**src/rtl/irq_bridge.sv**
```systemverilog
// -----------------------------------------------------------------------------
// irq_bridge
//   CPU-side bridge between the data-memory stage and the memory-mapped timer
//   slaves. It decodes CPU addresses into two 16-byte device windows and a
//   32-byte interrupt controller (ICU) window, and steers write strobes and
//   read data to match. The ICU prioritises the peripherals' IRQ lines and
//   drives a registered HWInt vector into CP0.
//
// Ports
//   clk       in   1        system clock, all state on posedge
//   reset     in   1        synchronous, active-low
//   PrAddr    in   32       CPU byte address
//   PrWE      in   1        CPU store strobe (one cycle per store)
//   PrWD      in   32       CPU store data
//   PrRD      out  32       read data to CPU (combinational from PrAddr)
//   DEV_Addr  out  4        PrAddr[3:0], shared by both devices
//   DEV_WD    out  32       PrWD, shared by both devices
//   DEV0_WE   out  1        store strobe for device 0 window
//   DEV1_WE   out  1        store strobe for device 1 window
//   DEV0_RD   in   32       device 0 read data
//   DEV1_RD   in   32       device 1 read data
//   IRQ_In    in   NUM_SRC  interrupt requests, bit 0 highest priority
//   HWInt     out  NUM_SRC  registered interrupt request to CP0
// -----------------------------------------------------------------------------
module irq_bridge #(
  parameter int          NUM_SRC   = 6,
  parameter logic [31:0] DEV0_BASE = 32'h0000_7F00,
  parameter logic [31:0] DEV1_BASE = 32'h0000_7F10,
  parameter logic [31:0] ICU_BASE  = 32'h0000_7F20
) (
  input  logic               clk,
  input  logic               reset,
  input  logic [31:0]        PrAddr,
  input  logic               PrWE,
  input  logic [31:0]        PrWD,
  output logic [31:0]        PrRD,
  output logic [3:0]         DEV_Addr,
  output logic [31:0]        DEV_WD,
  output logic               DEV0_WE,
  output logic               DEV1_WE,
  input  logic [31:0]        DEV0_RD,
  input  logic [31:0]        DEV1_RD,
  input  logic [NUM_SRC-1:0] IRQ_In,
  output logic [NUM_SRC-1:0] HWInt
);

  localparam int               PAD     = 32 - NUM_SRC;
  localparam logic [NUM_SRC-1:0] SRC_ONE = NUM_SRC'(1'b1);
  localparam logic [NUM_SRC-1:0] SRC_ALL = {NUM_SRC{1'b1}};
  localparam logic [NUM_SRC-1:0] SRC_ZERO = {NUM_SRC{1'b0}};

  // ICU register indices (PrAddr[4:2])
  localparam logic [2:0] R_MASK   = 3'd0;
  localparam logic [2:0] R_MODE   = 3'd1;
  localparam logic [2:0] R_PEND   = 3'd2;
  localparam logic [2:0] R_INSERV = 3'd3;
  localparam logic [2:0] R_ACK    = 3'd4;
  localparam logic [2:0] R_CAUSE  = 3'd5;

  // Index of the lowest set bit; 0 when the vector is empty (callers
  // qualify with a non-zero test).
  function automatic logic [2:0] lowest_idx(input logic [NUM_SRC-1:0] v);
    logic [2:0] r;
    r = 3'd0;
    for (int i = NUM_SRC - 1; i >= 0; i--) begin
      if (v[i]) begin
        r = i[2:0];
      end else begin
        r = r;
      end
    end
    return r;
  endfunction

  // One-hot of the lowest set bit (two's-complement isolate trick).
  function automatic logic [NUM_SRC-1:0] lowest_onehot(input logic [NUM_SRC-1:0] v);
    return v & (~v + SRC_ONE);
  endfunction

  // State
  logic [NUM_SRC-1:0] mask_q,   mask_d;
  logic [NUM_SRC-1:0] mode_q,   mode_d;
  logic [NUM_SRC-1:0] pend_q,   pend_d;
  logic [NUM_SRC-1:0] inserv_q, inserv_d;
  logic [NUM_SRC-1:0] irq_q,    irq_d;
  logic [NUM_SRC-1:0] hwint_q,  hwint_d;
  logic [31:0]        cause_q,  cause_d;

  // Decode
  logic       dev0_hit_s;
  logic       dev1_hit_s;
  logic       icu_hit_s;
  logic [2:0] reg_idx_s;
  logic       icu_we_s;

  assign dev0_hit_s = (PrAddr[31:4] == DEV0_BASE[31:4]);
  assign dev1_hit_s = (PrAddr[31:4] == DEV1_BASE[31:4]);
  assign icu_hit_s  = (PrAddr[31:5] == ICU_BASE[31:5]);
  assign reg_idx_s  = PrAddr[4:2];
  assign icu_we_s   = PrWE & icu_hit_s;

  assign DEV_Addr = PrAddr[3:0];
  assign DEV_WD   = PrWD;
  assign DEV0_WE  = PrWE & dev0_hit_s;
  assign DEV1_WE  = PrWE & dev1_hit_s;
  assign HWInt    = hwint_q;

  // Priority resolution
  logic [NUM_SRC-1:0] eligible_s;
  logic [NUM_SRC-1:0] active_s;
  logic [NUM_SRC-1:0] win_oh_s;
  logic [2:0]         win_idx_s;

  // Only sources more urgent than the most urgent in-service one may interrupt.
  always_comb begin
    eligible_s = SRC_ALL;
    if (inserv_q != SRC_ZERO) begin
      eligible_s = lowest_onehot(inserv_q) - SRC_ONE;
    end else begin
      eligible_s = SRC_ALL;
    end
    active_s  = pend_q & mask_q & eligible_s;
    win_oh_s  = lowest_onehot(active_s);
    win_idx_s = lowest_idx(active_s);
  end

  // CPU read mux.
  always_comb begin
    PrRD = 32'h0000_0000;
    if (dev0_hit_s) begin
      PrRD = DEV0_RD;
    end else if (dev1_hit_s) begin
      PrRD = DEV1_RD;
    end else if (icu_hit_s) begin
      case (reg_idx_s)
        R_MASK:   PrRD = {{PAD{1'b0}}, mask_q};
        R_MODE:   PrRD = {{PAD{1'b0}}, mode_q};
        R_PEND:   PrRD = {{PAD{1'b0}}, pend_q};
        R_INSERV: PrRD = {{PAD{1'b0}}, inserv_q};
        R_CAUSE:  PrRD = cause_q;
        default:  PrRD = 32'h0000_0000;
      endcase
    end else begin
      PrRD = 32'h0000_0000;
    end
  end

  // ICU next-state logic.
  logic               wr_mask_s, wr_mode_s, wr_pend_s, wr_eoi_s, wr_ack_s;
  logic               ack_win_s;
  logic [NUM_SRC-1:0] pend_clr_s;
  logic [NUM_SRC-1:0] edge_set_s;
  logic [NUM_SRC-1:0] pend_edge_s;

  always_comb begin
    wr_mask_s = icu_we_s & (reg_idx_s == R_MASK);
    wr_mode_s = icu_we_s & (reg_idx_s == R_MODE);
    wr_pend_s = icu_we_s & (reg_idx_s == R_PEND);
    wr_eoi_s  = icu_we_s & (reg_idx_s == R_INSERV);
    wr_ack_s  = icu_we_s & (reg_idx_s == R_ACK);
    ack_win_s = wr_ack_s & (active_s != SRC_ZERO);

    if (wr_mask_s) begin
      mask_d = PrWD[NUM_SRC-1:0];
    end else begin
      mask_d = mask_q;
    end

    if (wr_mode_s) begin
      mode_d = PrWD[NUM_SRC-1:0];
    end else begin
      mode_d = mode_q;
    end

    // Edge bits: a new rising edge beats any same-cycle clear. Level bits
    // simply follow the input. The old MODE is used, so a MODE write takes
    // effect on PEND from the following cycle.
    pend_clr_s  = (wr_pend_s ? PrWD[NUM_SRC-1:0] : SRC_ZERO)
                | (ack_win_s ? win_oh_s : SRC_ZERO);
    edge_set_s  = IRQ_In & ~irq_q;
    pend_edge_s = edge_set_s | (pend_q & ~pend_clr_s);
    pend_d      = (mode_q & pend_edge_s) | (~mode_q & IRQ_In);

    // EOI retires the most urgent in-service source (x & (x-1)).
    if (ack_win_s) begin
      inserv_d = inserv_q | win_oh_s;
    end else if (wr_eoi_s) begin
      inserv_d = inserv_q & (inserv_q - SRC_ONE);
    end else begin
      inserv_d = inserv_q;
    end

    if (wr_ack_s) begin
      if (ack_win_s) begin
        cause_d = {1'b1, 28'h000_0000, win_idx_s};
      end else begin
        cause_d = 32'h0000_0000;
      end
    end else begin
      cause_d = cause_q;
    end

    irq_d   = IRQ_In;
    hwint_d = active_s;
  end

  // State registers with synchronous active-low reset.
  always_ff @(posedge clk) begin
    if (!reset) begin
      mask_q   <= SRC_ZERO;
      mode_q   <= SRC_ZERO;
      pend_q   <= SRC_ZERO;
      inserv_q <= SRC_ZERO;
      irq_q    <= SRC_ZERO;
      hwint_q  <= SRC_ZERO;
      cause_q  <= 32'h0000_0000;
    end else begin
      mask_q   <= mask_d;
      mode_q   <= mode_d;
      pend_q   <= pend_d;
      inserv_q <= inserv_d;
      irq_q    <= irq_d;
      hwint_q  <= hwint_d;
      cause_q  <= cause_d;
    end
  end

endmodule

```
**config.mk**
```make
export PLATFORM = sky130hd
export DESIGN_NAME = irq_bridge
export DESIGN_NICKNAME = d
export VERILOG_FILES = /design/src/rtl/irq_bridge.sv
export SDC_FILE = /design/constraint.sdc
export NUM_CORES = 1
export LEC_CHECK = 0
export CELL_PAD_IN_SITES_DETAIL_PLACEMENT = 1
export CELL_PAD_IN_SITES_GLOBAL_PLACEMENT = 1
export CORE_AREA = 2 2 120 122
export CTS_CLUSTER_DIAMETER = 30
export DETAILED_ROUTE_END_ITERATION = 7
export DIE_AREA = 0 0 122 124
export GPL_TIMING_DRIVEN = 0
export PLACE_DENSITY_LB_ADDON = 0.12
export SETUP_SLACK_MARGIN = 0.3
export SLEW_MARGIN = 20
export SYNTH_ARGS = -nofsm -noshare
export SYNTH_HDL_FRONTEND = slang
export SYNTH_SLANG_ARGS = --single-unit
```
**constraint.sdc**
```tcl
create_clock -name clk -period 1.7 [get_ports clk]
set_input_delay 0.17 -clock clk [delete_from_list [all_inputs] [get_ports clk]]
set_output_delay 0.17 -clock clk [all_outputs]
set_load 0.005 [all_outputs]
```
==> flow_summary_export.csv, run 1 <==
group,metric,value,unit
clock_network,worst_skew_pair.late_latency,0.28,ns
synth,synth.yosys.warnings,0,
synth,synth.cell_area,2850,sq um
setup_path,crit_slowest_cell,"or4b_4",
synth,ys_ff_latch,40,
job,drv_cap,0,
timing,hold_violations,0,
floorplanning,io-pin-count,213,
setup_path,worstPathArrival,2.03,ns
clock_network,cts.clk_slew.worst_paths,0.05,ns
timing,rsz0062_at_grt,"true",
pwr,ir_worst_vdd,328,uV
synth,seq_area_frac_synth,0.281,
setup_path,criticalPathCategory,"input pin to output port",
setup_path,cpPeakStageDelay,0.53,ns
place,gp_congestion,0.752,
synth,ys_types,54,
cells_and_area,regArea,805,sq um
place,detailed_place.area,5090,sq um
setup_path,cp-start-kind,"input pin",
clock_network,cts.sinks,40,
setup_path,crit_path_end_kind,"output port",
floorplanning,die_y,124,um
grt,antenna_found_initial,0,
cells_and_area,area_growth,105,%
synth,syn_inst,339,
grt,grt_max_degree,12,
setup_path,cp_max_fo,5,
clock_network,clk_path_buf_depth,2,
grt,grt_pass1_vias,3517,
timing,slew_headroom,0.565,
setup_path,cp.buffers_inverters,4,
run_status,violations,"negative setup slack",
detailed_routing,drc_errors,0,
place,place_hpwl,9980,um
detailed_routing,drt_iter0_markers,70,
timing,maxSlewViolCount,0,
detailed_routing,antenna_left,0,
floorplanning,core,13700,sq um
synth,ys.flop_type,"dfxtp_1",
cells_and_area,final_cell_area,5850,sq um
setup_path,crit_top_cell,"buf_8",
detailed_routing,via_count,3436,
detailed_routing,vias_per_cell,4.58,
floorplanning,num_rows,43,
cells_and_area,multi_input_area,2130,sq um
grt,overflow,0,
place,portBuffers,182,
worst_hold_path,hp-class,"input pin to register",
cells_and_area,nFillCells,1580,
clock_network,cts_max_level,2,
setup_path,r2r_slack,-0.11,ns
cells_and_area,num-nets-final,707,
cells_and_area,drive_above_1_share,0.428,
timing,fin_skew,0.00439,ns
detailed_routing,post_drt_wl_per_cell,17.9,um
timing,setup_viol,42,
clock_network,cts-hold-fix-buffers,0,
synth,syn_avg_cell_area,8.41,sq um
grt,grt_pass1_wl,19600,um
pwr,power_density,436,nW/um^2
timing,min_period_over_period,1.29,
timing,whs,0.362,ns
run_status,status,"complete, but fails checks",
setup_path,crit_chain,"buf_8 > or4b_4 > or4_4 > buf_8 > buf_6 > o32a_1 > buf_2",
floorplanning,start_util,0.208,
setup_path,cp.required,1.53,ns
timing,fin_crit,2.20,ns
clock_network,cts_made_buffers,5,
clock_network,tritoncts,"done",
timing,fmax,455,MHz
synth,synth_async_sr_flop_share,0,
clock_network,cts-root-buf,"clkbuf_16",
setup_path,critical_path.top_delay_family,"simple AND/OR/NAND/NOR gates",
floorplanning,dieArea,15100,sq um
timing,timing.final.ws_setup,-0.500,ns
cells_and_area,antenna_cells,0,
synth,syn_nets,476,
grt,grt.total_usage,0.166,
pwr,cellLeakagePower,2.51,nW
floorplanning,die_x,122,um
detailed_routing,routed_wirelength,13400,um
detailed_routing,firstDrtPassIters,4,
synth,synth-edff-count,0,
timing,tightest_slew,0.652,ns
-- worst min-delay path: cells and delay by family --
family | cells | cell delay [ns]
buffers and inverters | 1 | 0.27
muxes | 1 | 0.09
and+or+nand+nor | 1 | 0.08
-- Yosys cell counts, types with 3 or more instances --
cell type	n	area, sq um
a21oi_1	12	60.1
nor3_1	8	40.0
or3_1	4	25.0
nand3_1	9	45.0
a211oi_1	4	30.0
clkbuf_1	11	41.3
nor2_1	55	206
a22oi_1	5	37.5
nor4_1	3	18.8
and2_1	6	37.5
a22o_1	4	35.0
nor4b_1	5	43.8
buf_2	3	15.0
nand2_1	16	60.1
buf_1	6	22.5
nor2b_1	3	18.8
o2bb2ai_1	5	43.8
buf_4	36	270
nor3b_1	7	52.6
dfxtp_1	40	801
a311o_1	3	30.0
mux4_2	3	67.6
mux2i_1	42	420
mux2_2	3	33.8
o32a_1	3	30.0
inv_1	6	22.5
-- worst paths after layout --
check              start    endpoint  cells past startpoint
max           PrAddr[22]     PrRD[0]                      7
min              PrWD[3]   mask_q[3]                      3
max reg2reg  inserv_q[1]   pend_q[5]                      6
min reg2reg   cause_q[0]  cause_q[0]                      2
-- logic make-up after synthesis --
group / count (synthesis) / synth area share
and+or+nand+nor: 139 / 0.274
DFF: 40 / 0.281
muxes: 48 / 0.183
buffers and inverters: 65 / 0.140
AOI/OAI and AO/OA: 47 / 0.122
-- per-stage QoR --
stage / power, mW / std cells / TNS (ns) / worst slack [ns] / util
finish: 2.55 / 750 / -12.51 / -0.500 / 0.426
global route: 2.66 / 750 / -14.99 / -0.539 / 0.426
CTS: 2.57 / 737 / -13.37 / -0.510 / 0.411
detailed placement: 1.58 / 701 / -61.43 / -1.40 / 0.371
global placement: 1.57 / 701 / -60.92 / -1.39 / 0.371
floorplan: 1.19 / 339 / -2.27 / -0.166 / -
-- where the power goes --
part           internal [mW]  leakage [nW]  switching (mW)
Sequential             0.953         0.327         0.00972
Combinational          0.404          2.11           0.211
Clock                  0.616        0.0760           0.358
Total                   1.97          2.51           0.579
-- state kept, by name, indices dropped and copies added (netlist names) --
name and flops:
mode_q 6, cause_q 4, mask_q 6, inserv_q 6, pend_q 6, irq_q 6, HWInt 6
-- cell type report --
| type | count | area share |
|---|---|---|
| Sequential cell | 40 | 0.138 |
| Buffer | 58 | 0.0841 |
| Clock buffer | 7 | 0.0261 |
| Multi-Input combinational cell | 234 | 0.364 |
| Tap cell | 180 | 0.0385 |
| Inverter | 7 | 0.00471 |
| Timing Repair Buffer | 224 | 0.346 |
-- repair_timing --
| action | in CTS | in global routing |
|---|---|---|
| setup buffers | 29 | 12 |
| resized for setup | 282 | 52 |
| pin swaps | 29 | 27 |
| setup endpoints to repair | 75 | 64 |
| cloned | 0 | 1 |
-- cell usage in the layout (no fill, tap or decap), types with 5 or more instances in the layout --
cell type and n:
dfxtp_1 37, clkbuf_2 7, mux2i_1 42, clkdlybuf4s50_1 112, o2bb2ai_1 5, buf_6 23
nor2_4 8, clkbuf_16 7, nor4_4 6, nand2_1 14, and2_1 6, buf_8 6
buf_4 64, buf_2 39, dlygate4sd2_1 15, nor2_1 26, nand3_1 6, a21oi_1 9
inv_1 6, nor2_2 21
-- routing by layer --
layer / global-route usage / vias up / wire (um)
met5: 0 / - / 0
met4: 0.0345 / 0 / 163
met3: 0.0440 / 14 / 1050
met2: 0.295 / 126 / 6670
met1: 0.202 / 1651 / 5510
li1: - / 1645 / -
(Power assumes the default switching activity.)
==> inputs of run 2 (changes only) <==
- CTS_BUF_LIST: not set -> sky130_fd_sc_hd__clkbuf_8
==> run 2 against run 1 <==
  * Cell count fell by 0.13%
  * Non-clock buffer count shrank 1
  * Hold slack worse by 0.0074 ns
  * Largest power group is now registers
  * Maximum frequency is 0.10% higher
  * Global-route usage fell by 0.16 points
  * Critical path type unchanged
  * Core utilization decreased by 0.55 points
  * The flow still finishes with violations (negative setup slack)
==> flow_summary_export.csv, run 2 (synthesis results as in run 1) <==
group,metric,value,unit
run_status,status,"complete, but fails checks",
run_status,violations,"negative setup slack",
setup_path,crit_path_end_kind,"output port",
timing,timing.setup.tns,-12.51,ns
setup_path,reg2reg_from,"inserv_q[2]",
detailed_routing,firstDrtPassIters,4,
clock_network,cts-hold-fix-buffers,0,
grt,grt_pass1_vias,3511,
clock_network,cts.sinks,40,
detailed_routing,drc_errors,0,
pwr,power.total,2.27,mW
clock_network,clk_path_buf_depth,2,
timing,fin_crit,2.20,ns
timing,timing.final.ws_setup,-0.497,ns
floorplanning,io-pin-count,213,
setup_path,criticalPathCategory,"input pin to output port",
setup_path,r2r_slack,-0.12,ns
floorplanning,start_util,0.208,
setup_path,cp-start-kind,"input pin",
setup_path,rr_worst_depth,6,
cells_and_area,num-nets-final,706,
clock_network,tritoncts,"done",
setup_path,cp_max_fo,5,
pwr,power_density,394,nW/um^2
clock_network,cts_max_level,2,
floorplanning,core,13700,sq um
clock_network,cts-root-buf,"clkbuf_8",
worst_hold_path,min_to,"mask_q[3]",
cells_and_area,drive_above_1_share,0.427,
grt,grt_pass1_wl,19400,um
worst_hold_path,holdPathStages,3,
timing,fin_skew,0.00767,ns
grt,met3_usage,0.0375,
floorplanning,num_rows,43,
pwr,ir_worst_vdd,271,uV
cells_and_area,final_cell_mix,"112 x clkdlybuf4s50_1, 65 x buf_4, 42 x mux2i_1",
detailed_routing,via_count,3424,
worst_hold_path,hp-class,"input pin to register",
floorplanning,dieArea,15100,sq um
detailed_routing,post_drt_wl_per_cell,17.9,um
timing,hold_violations,0,
detailed_routing,antenna_left,0,
grt,antenna_found_initial,0,
grt,grt.total_usage,0.164,
setup_path,worstPathArrival,2.03,ns
clock_network,worst_skew_pair.late_latency,0.29,ns
place,portBuffers,182,
pwr,cellLeakagePower,2.47,nW
grt,grt_use_met2,0.294,
detailed_routing,drt_iter0_markers,83,
setup_path,worst_r2r_endpoint,"pend_q[5]",
timing,setup_viol,43,
cells_and_area,layout_commonest_cell,"clkdlybuf4s50_1",
place,gp_congestion,0.752,
cells_and_area,area_growth,102,%
place,place_hpwl,9980,um
timing,min_period_over_period,1.29,
clock_network,cts.clk_slew.worst_paths,0.07,ns
detailed_routing,routed_wirelength,13400,um
grt,grt_max_degree,12,
timing,tightest_slew,0.626,ns
timing,fmax,455,MHz
timing,slew_headroom,0.582,
floorplanning,die_x,122,um
job,drv_cap,0,
clock_network,cts_made_buffers,5,
floorplanning,die_y,124,um
detailed_routing,vias_per_cell,4.57,
grt,overflow,0,
grt,grtUsageMet1,0.201,
cells_and_area,antenna_cells,0,
timing,rsz0062_at_grt,"true",
timing,maxSlewViolCount,0,
setup_path,cp.required,1.53,ns
worst_hold_path,hp-start,"PrWD[3]",
grt,busiest_layer,"met2",
-- run 2: worst max-delay path: stages --
cell and delay (ns):
buf_8 0.09, or4b_4 0.53, or4_4 0.50, buf_8 0.15, buf_6 0.13, o32a_1 0.32
buf_2 0.14
-- run 2: worst max path at each step --
stage / cells past startpoint / end / slack (ns) / start
floorplan: 6 / PrRD[2] / -0.17 / PrAddr[15]
global placement: 8 / PrRD[1] / -1.39 / PrAddr[18]
detailed placement: 8 / PrRD[1] / -1.40 / PrAddr[18]
CTS: 8 / PrRD[3] / -0.51 / PrAddr[21]
global route: 8 / PrRD[3] / -0.54 / PrAddr[22]
finish: 7 / PrRD[0] / -0.50 / PrAddr[22]
-- run 2: power breakdown --
part | internal (mW) | leakage, nW | switching, mW | total [mW]
registers | 0.950 | 0.327 | 0.00928 | 0.959
clock network | 0.362 | 0.0503 | 0.335 | 0.697
logic | 0.404 | 2.09 | 0.212 | 0.616
-- run 2: cell type report --
cell class | count | area (sq um)
plain buffers | 58 | 493
clock buffers | 7 | 96.3
repair buffers | 223 | 2000
fillers | 1575 | 7950
well taps | 180 | 225
inverters | 7 | 27.5
multi-input cells | 234 | 2130
flip-flops and latches | 40 | 807
-- run 2: per-stage QoR --
stage                     std cells  instance area [sq um]  setup slack, ns  hold WS, ns  utilization
after CTS                       739                   5590           -0.510        0.340        0.407
after floorplan                 339                   3050           -0.166        0.308            -
after global placement          701                   5090            -1.39        0.450        0.371
final                           749                   5770           -0.497        0.355        0.421
after global routing            749                   5770           -0.539        0.383        0.421
after detailed placement        701                   5090            -1.40        0.453        0.371
-- run 2: what timing repair did --
action                     in CTS  in global routing
setup endpoints to repair      75                 64
resized for setup             283                 53
hold endpoints to repair        0                  0
buffers inserted               31                  9
pin swaps                      29                 25
gates cloned                    0                  1
-- run 2: metal layers --
layer | wire, um | up-vias
li1 | - | 1643
met1 | 5610 | 1649
met5 | 0 | -
met2 | 6680 | 121
met3 | 1000 | 11
met4 | 127 | 0
==> inputs of run 3 (changes only) <==
- ABC_CLOCK_PERIOD_IN_PS: not set -> 1700
==> results of run 3 <==
Final layout, timing and power as in run 2 (identical DEF).
